==> src/rtl/tw_stream_harness.sv <==
// Stimulus driver and response checker for streaming ternary-weight classifiers.
// Streams IQ frames from a stimulus ROM into a DUT and checks every output vector against an expected ROM.
module tw_stream_harness #(
   parameter int BW_IN        = 16,
   parameter int IQ_PER_CYC   = 2,
   parameter int SIG_LEN_IN   = 1024,
   parameter int CH_OUT       = 24,
   parameter int BW_OUT       = 16,
   parameter int SIG_LEN_OUT  = 1,
   parameter int N_FRAMES     = 2,
   parameter int STALL_PERIOD = 0,
   parameter int TIMEOUT      = 65535,
   localparam int AW          = (SIG_LEN_IN > 1) ? $clog2(SIG_LEN_IN) : 1,
   localparam int EAW         = $clog2(SIG_LEN_OUT) + 1,
   localparam int DIW         = 2 * IQ_PER_CYC * BW_IN,
   localparam int DOW         = CH_OUT * BW_OUT
) (
   input  logic           clk,
   input  logic           rst,
   input  logic           start,
   output logic [AW-1:0]  stim_addr,
   input  logic [DIW-1:0] stim_data,
   output logic [EAW-1:0] exp_addr,
   input  logic [DOW-1:0] exp_data,
   output logic           vld_in,
   output logic [DIW-1:0] data_in,
   input  logic           vld_out,
   input  logic [DOW-1:0] data_out,
   output logic           busy,
   output logic           done,
   output logic           pass,
   output logic           timeout,
   output logic [15:0]    err_cnt,
   output logic [15:0]    first_err_idx,
   output logic [1:0]     dbg_state
);

   // Streams carry no backpressure: vld_in marks a beat the DUT must take that cycle,
   // and every vld_out cycle in RUN is one output vector consumed by the checker.

   typedef enum logic [1:0] {
      S_IDLE  = 2'd0,
      S_PRIME = 2'd1,
      S_RUN   = 2'd2,
      S_DONE  = 2'd3
   } state_t;

   localparam bit             STALL_EN   = (STALL_PERIOD > 1);
   localparam int             SW         = STALL_EN ? $clog2(STALL_PERIOD) : 1;
   localparam logic [SW-1:0]  STALL_LAST = STALL_EN ? SW'(STALL_PERIOD - 1) : '0;
   localparam logic [AW-1:0]  IQ_STEP    = AW'(IQ_PER_CYC);
   localparam logic [AW-1:0]  LAST_BEAT  = AW'(SIG_LEN_IN - IQ_PER_CYC);
   localparam logic [31:0]    TOTAL_LAST = 32'(N_FRAMES * SIG_LEN_OUT - 1);
   localparam logic [31:0]    TIMEOUT_W  = 32'(TIMEOUT);
   localparam logic [31:0]    OUT_MOD    = 32'(SIG_LEN_OUT);

   state_t         state_q;
   state_t         state_d;
   logic [AW-1:0]  in_idx_q;
   logic [SW-1:0]  cyc_q;
   logic [31:0]    out_idx_q;
   logic [31:0]    idle_q;
   logic [15:0]    err_q;
   logic [15:0]    first_q;
   logic           timeout_q;
   logic           pass_q;
   logic [DIW-1:0] hold_q;

   logic           in_run;
   logic           stall;
   logic           beat;
   logic [AW-1:0]  in_idx_nxt;
   logic           chk;
   logic           mism;
   logic [15:0]    err_nxt;
   logic           last_out;
   logic           tmo_hit;
   logic           start_ok;
   logic [31:0]    exp_idx;

   always_comb begin
      in_run     = (state_q == S_RUN);
      stall      = STALL_EN && (cyc_q == STALL_LAST);
      beat       = in_run && !stall;
      in_idx_nxt = (in_idx_q == LAST_BEAT) ? '0 : in_idx_q + IQ_STEP;
      chk        = in_run && vld_out;
      mism       = chk && (data_out != exp_data);
      err_nxt    = (mism && (err_q != 16'hFFFF)) ? err_q + 16'd1 : err_q;
      last_out   = chk && (out_idx_q == TOTAL_LAST);
      // A vld_out cycle restarts the idle count, so completion always wins over timeout.
      tmo_hit    = in_run && !vld_out && (idle_q >= TIMEOUT_W);
      start_ok   = start && ((state_q == S_IDLE) || (state_q == S_DONE));
   end

   always_comb begin
      state_d = state_q;
      case (state_q)
         S_IDLE:  if (start_ok) state_d = S_PRIME;
         S_PRIME: state_d = S_RUN;
         S_RUN:   if (last_out || tmo_hit) state_d = S_DONE;
         S_DONE:  if (start_ok) state_d = S_PRIME;
         default: state_d = S_IDLE;
      endcase
   end

   always_ff @(posedge clk) begin
      if (rst) state_q <= S_IDLE;
      else     state_q <= state_d;
   end

   // Address one beat ahead so the registered ROM read lands on the beat cycle;
   // the checker looks one vector ahead whenever the current vector is consumed.
   always_comb begin
      stim_addr     = beat ? in_idx_nxt : in_idx_q;
      exp_idx       = chk ? out_idx_q + 32'd1 : out_idx_q;
      exp_addr      = EAW'(exp_idx % OUT_MOD);
      vld_in        = beat;
      data_in       = beat ? stim_data : hold_q;
      busy          = (state_q == S_PRIME) || (state_q == S_RUN);
      done          = (state_q == S_DONE);
      pass          = pass_q;
      timeout       = timeout_q;
      err_cnt       = err_q;
      first_err_idx = first_q;
      dbg_state     = state_q;
   end

   always_ff @(posedge clk) begin
      if (rst) begin
         in_idx_q  <= '0;
         cyc_q     <= '0;
         out_idx_q <= '0;
         idle_q    <= '0;
         err_q     <= '0;
         first_q   <= 16'hFFFF;
         timeout_q <= 1'b0;
         pass_q    <= 1'b0;
         hold_q    <= '0;
      end else begin
         if (start_ok) begin
            in_idx_q  <= '0;
            cyc_q     <= '0;
            out_idx_q <= '0;
            idle_q    <= '0;
            err_q     <= '0;
            first_q   <= 16'hFFFF;
            timeout_q <= 1'b0;
            pass_q    <= 1'b0;
         end
         if (beat) begin
            hold_q   <= stim_data;
            in_idx_q <= in_idx_nxt;
         end
         if (in_run) begin
            cyc_q  <= (stall || !STALL_EN) ? '0 : cyc_q + SW'(1);
            idle_q <= vld_out ? 32'd0 : idle_q + 32'd1;
         end
         if (chk) begin
            out_idx_q <= out_idx_q + 32'd1;
            err_q     <= err_nxt;
            if (mism && (first_q == 16'hFFFF)) first_q <= out_idx_q[15:0];
         end
         if (in_run && (state_d == S_DONE)) begin
            timeout_q <= tmo_hit;
            pass_q    <= (err_nxt == 16'd0) && !tmo_hit;
         end
      end
   end

endmodule
==> config.mk <==
export PLATFORM = sky130hd
export DESIGN_NAME = tw_stream_harness
export DESIGN_NICKNAME = d
export VERILOG_FILES = /design/src/rtl/tw_stream_harness.sv
export SDC_FILE = /design/constraint.sdc
export NUM_CORES = 1
export LEC_CHECK = 0
export CORE_AREA = 2 2 375 377
export DETAILED_ROUTE_END_ITERATION = 7
export DIE_AREA = 0 0 377 379
export PLACE_DENSITY_LB_ADDON = 0.05
export SLEW_MARGIN = 40
export SYNTH_ARGS = -nofsm -noshare
export SYNTH_HDL_FRONTEND = slang
export SYNTH_SLANG_ARGS = --single-unit
export TNS_END_PERCENT = 30
==> constraint.sdc <==
create_clock -name clk -period 3.3 [get_ports clk]
set_input_delay 0.495 -clock clk [delete_from_list [all_inputs] [get_ports clk]]
set_output_delay 0.495 -clock clk [all_outputs]
set_load 0.01 [all_outputs]
==> key figures <==
Detailed routing
  – Vias per cell: roughly 3.6
  – Vias: 15700
  – WL/cell: roughly 30 um
  – Drt total wl: 129000 um
  – Routed Antenna Nets: 0
  – Drt first pass iters: 5
  – Starting DRT DRC Count: 705
  – Number of remaining DRC errors: 0

Floorplanning
  – Core area: 139000 um2
  – Die height: 379 um
  – Die W: 377 um
  – Die area: approximately 140000 um2
  – Placement Rows: about 140
  – Starting Density: 8.94%
  – Number of I/O pins: 950

Synth
  – Synthesized cell area: roughly 12000 um2
  – Cells after synthesis: 1464
  – Total number of yosys warnings: 0
  – Register area share after synthesis: between 20 and 30%
  – Post-synth top area cell: dfxtp_1
  – Netlist cell types: 64
  – Most instantiated cells after synthesis: 387 x xor2_1, 174 x dfxtp_1, 110 x nor4_1
  – Top cell type's share of synthesized area: 28.1%
  – FFs w/ async S/R, synth: 0%
  – EDFF count, synth: 0
  – FF+latch count, synth: 174
  – Top cells by area, synth: dfxtp_1 28%, xor2_1 27%, mux2_2 6.8%
  – Avg Cell Area, Syn: ~8.5 um2
  – Mapped Nets: 2308
  – Top FF cell, synth: dfxtp_1
  – Most common cell in the netlist: xor2_1

Placed design
  – Gpl congestion: 0.959
  – Placement-stage worst setup slack: -1030 ps
  – HPWL Detailed: 118000 um
  – Port Buffers: 948

Timing
  – Shortest period the worst path allows: ~3300 ps
  – Setup violations, final: 0
  – Fin crit share: 98.7%
  – Final WS setup: 42.6 ps
  – Worst Max-Slew Pin Slew: between 600 and 700 ps
  – Fmax: 0.307 GHz
  – Worst clock skew: 19.3 ps
  – Slew HR: approximately 58%
  – Fin. Hold Viols: 0
  – Slew Limit Fails: 0

Clock tree
  – Clock Sink Count: 174
  – Max H-tree Level: 4
  – CTS tree: yes
  – Post-CTS Hold Buffers: 0
  – Root Driver: clkbuf_16
  – CTS max path bufs: 2
  – Inserted Clock Buffers: 17
  – Skew-Pair Late Insertion Delay: about 490 ps
  – CTS clk-pin slew, worst paths: 90 ps

GRT
  – All-Layer GR Usage: 17.5%
  – Vias in the first global route: around 17000
  – First-pass GRT wire length: 163000 um
  – Initial antenna violation count: 81
  – Largest net degree at the start of global routing: between 90 and 100
  – GR Overflow Total: 0

Cells and area
  – Area Overhead vs Synth: 118%
  – NumNets Final: 3403
  – Share of cells above drive strength 1: 14.2%
  – Final core occ: 19.5%

Worst setup path
  – Worst flop-to-flop path startpoint: dbg_state[1]
  – CP startpoint kind: primary input
  – CP endpoint kind: register
  – Worst r2r path cells: 10
  – Worst R2R Setup Slack: roughly 340 ps
  – Data required time of the worst path: 3710 ps
  – CP Max Fanout: 4
  – Crit path DAT: approximately 3700 ps
  – Kind of critical path: primary input to register
  – R2R Path End: pass

Power and ir drop
  – P_leak: 10.1 nW
  – VDD IR max: 0.383 mV
  – Power Density: 367 nW/um2

Run
  – MaxCap Viol Count: 0

Min path
  – Hold Crit Start: idle_q[8]
  – Min-Delay Endpoint: idle_q[8]
  – Hold WC Path Type: register to register
  – Worst hold path depth: 1

Outcome
  – Run status: completed
==> kinds of logic (layout without fill, tap and decap cells) <==
| family | count (synthesis) | in the layout | share of synthesized area (%) |
|---|---|---|---|
| DFF | 174 | 174 | 28.1 |
| adders and majority gates | 8 | 8 | 0.806 |
| xor gates and xnor gates | 391 | 391 | 27.6 |
| buffers and inverters | 74 | 1182 | 2.38 |
| AOI/OAI and AO/OA | 199 | 199 | 10.4 |
| muxes | 77 | 77 | 6.96 |
| and+or+nand+nor | 540 | 540 | 23.8 |
| other | 1 | 23 | 0.0302 |
==> worst max-delay path by stage <==
stage	startpoint	to	cells after the start
floorplan	exp_data[121]	pass	9
global route	data_out[20]	pass	17
detailed placement	exp_data[229]	pass	12
CTS	exp_data[2]	pass	16
global placement	exp_data[191]	pass	12
finish	exp_data[211]	pass	15
==> metal layers <==
| metal | track usage, % | up-vias | wire (um) |
|---|---|---|---|
| met4 | 7.24 | 56 | 5170 |
| met1 | 17.7 | 7387 | 45900 |
| met2 | 33.2 | 606 | 69100 |
| li1 | - | 7425 | - |
| met5 | 0 | - | 356 |
| met3 | 5.20 | 176 | 8130 |
==> placed cells by master (no fill, tap or decap), types with 9 or more instances in the layout <==
| cell | Yosys | final |
|---|---|---|
| clkdlybuf4s50_1 | 0 | 915 |
| xor2_1 | 387 | 380 |
| dfxtp_1 | 174 | 173 |
| buf_4 | 3 | 127 |
| nor2_1 | 91 | 90 |
| nor4_1 | 110 | 85 |
| mux2_2 | 75 | 75 |
| nand2_1 | 76 | 75 |
| nor2b_1 | 68 | 68 |
| buf_12 | 0 | 62 |
| a21oi_1 | 57 | 57 |
| nand3_1 | 45 | 45 |
| nand4_1 | 45 | 45 |
| o21ai_0 | 37 | 37 |
| nor4_2 | 4 | 24 |
| diode_2 | 0 | 22 |
| and3_1 | 21 | 21 |
| a311oi_1 | 19 | 19 |
| dlygate4sd2_1 | 0 | 18 |
| nor3_1 | 18 | 17 |
| nand2b_1 | 18 | 17 |
| clkbuf_16 | 0 | 17 |
| o22ai_1 | 15 | 15 |
| a31oi_1 | 12 | 12 |
| dlymetal6s2s_1 | 0 | 10 |
| inv_1 | 9 | 9 |
| or2_2 | 9 | 9 |
| a22oi_1 | 9 | 9 |
| o211ai_1 | 9 | 9 |
==> where the power goes <==
group / switching (W) / internal (W) / leakage (nW)
logic: 0.00246 / 0.00286 / 8.36
clock network: 0.00115 / 0.00104 / 0.293
registers: 0.000119 / 0.00233 / 1.41
==> state kept, by name, summed over array words and instances (netlist names) <==
register	count
hold_q	64
idle_q	32
out_idx_q	32
err_cnt	16
first_err_idx	16
in_idx_q	10
dbg_state	2
pass	1
timeout	1
==> through the flow <==
step | setup TNS (ps) | cell area (um2) | total power (W) | hold slack (ps) | cells
floorplan | 0 | 12400 | 0.00442 | 440 | 1464
global placement | -34350 | 26100 | 0.00793 | 463 | 4346
detailed placement | -29780 | 26100 | 0.00791 | 477 | 4346
CTS | -19.2 | 26800 | 0.0102 | 480 | 4379
global route | -2.75 | 27100 | 0.0106 | 508 | 4391
finish | 0 | 27100 | 0.00996 | 491 | 4401
==> cell type report <==
type | count | area (um2)
diodes | 22 | 55.1
well taps | 1807 | 2260
clock buffers | 17 | 425
inverters | 10 | 37.5
repair buffers | 1140 | 11700
clock inverters | 15 | 183
flip-flops and latches | 174 | 3480
fillers | 15400 | 112000
multi-input cells | 1216 | 8920
==> worst max-delay path, cell delays in order <==
cell and delay, ps:
dlygate4sd2_1 540, xor2_1 320, nor4_2 110, buf_4 150, nand4_1 140, nor4_4 70
buf_4 130, nand4_1 100, buf_6 140, buf_4 120, o21ai_1 50, buf_4 150
or4_1 520, a221o_1 380, o31ai_2 230
==> repair_timing <==
item,CTS,global route
pin swaps,0,19
setup buffers,1,0
endpoints found under the setup margin,39,28
gates cloned,0,0
gates resized for setup,47,40
endpoints found under the hold margin,0,0
No activity file was read; power rests on OpenSTA's default activity.
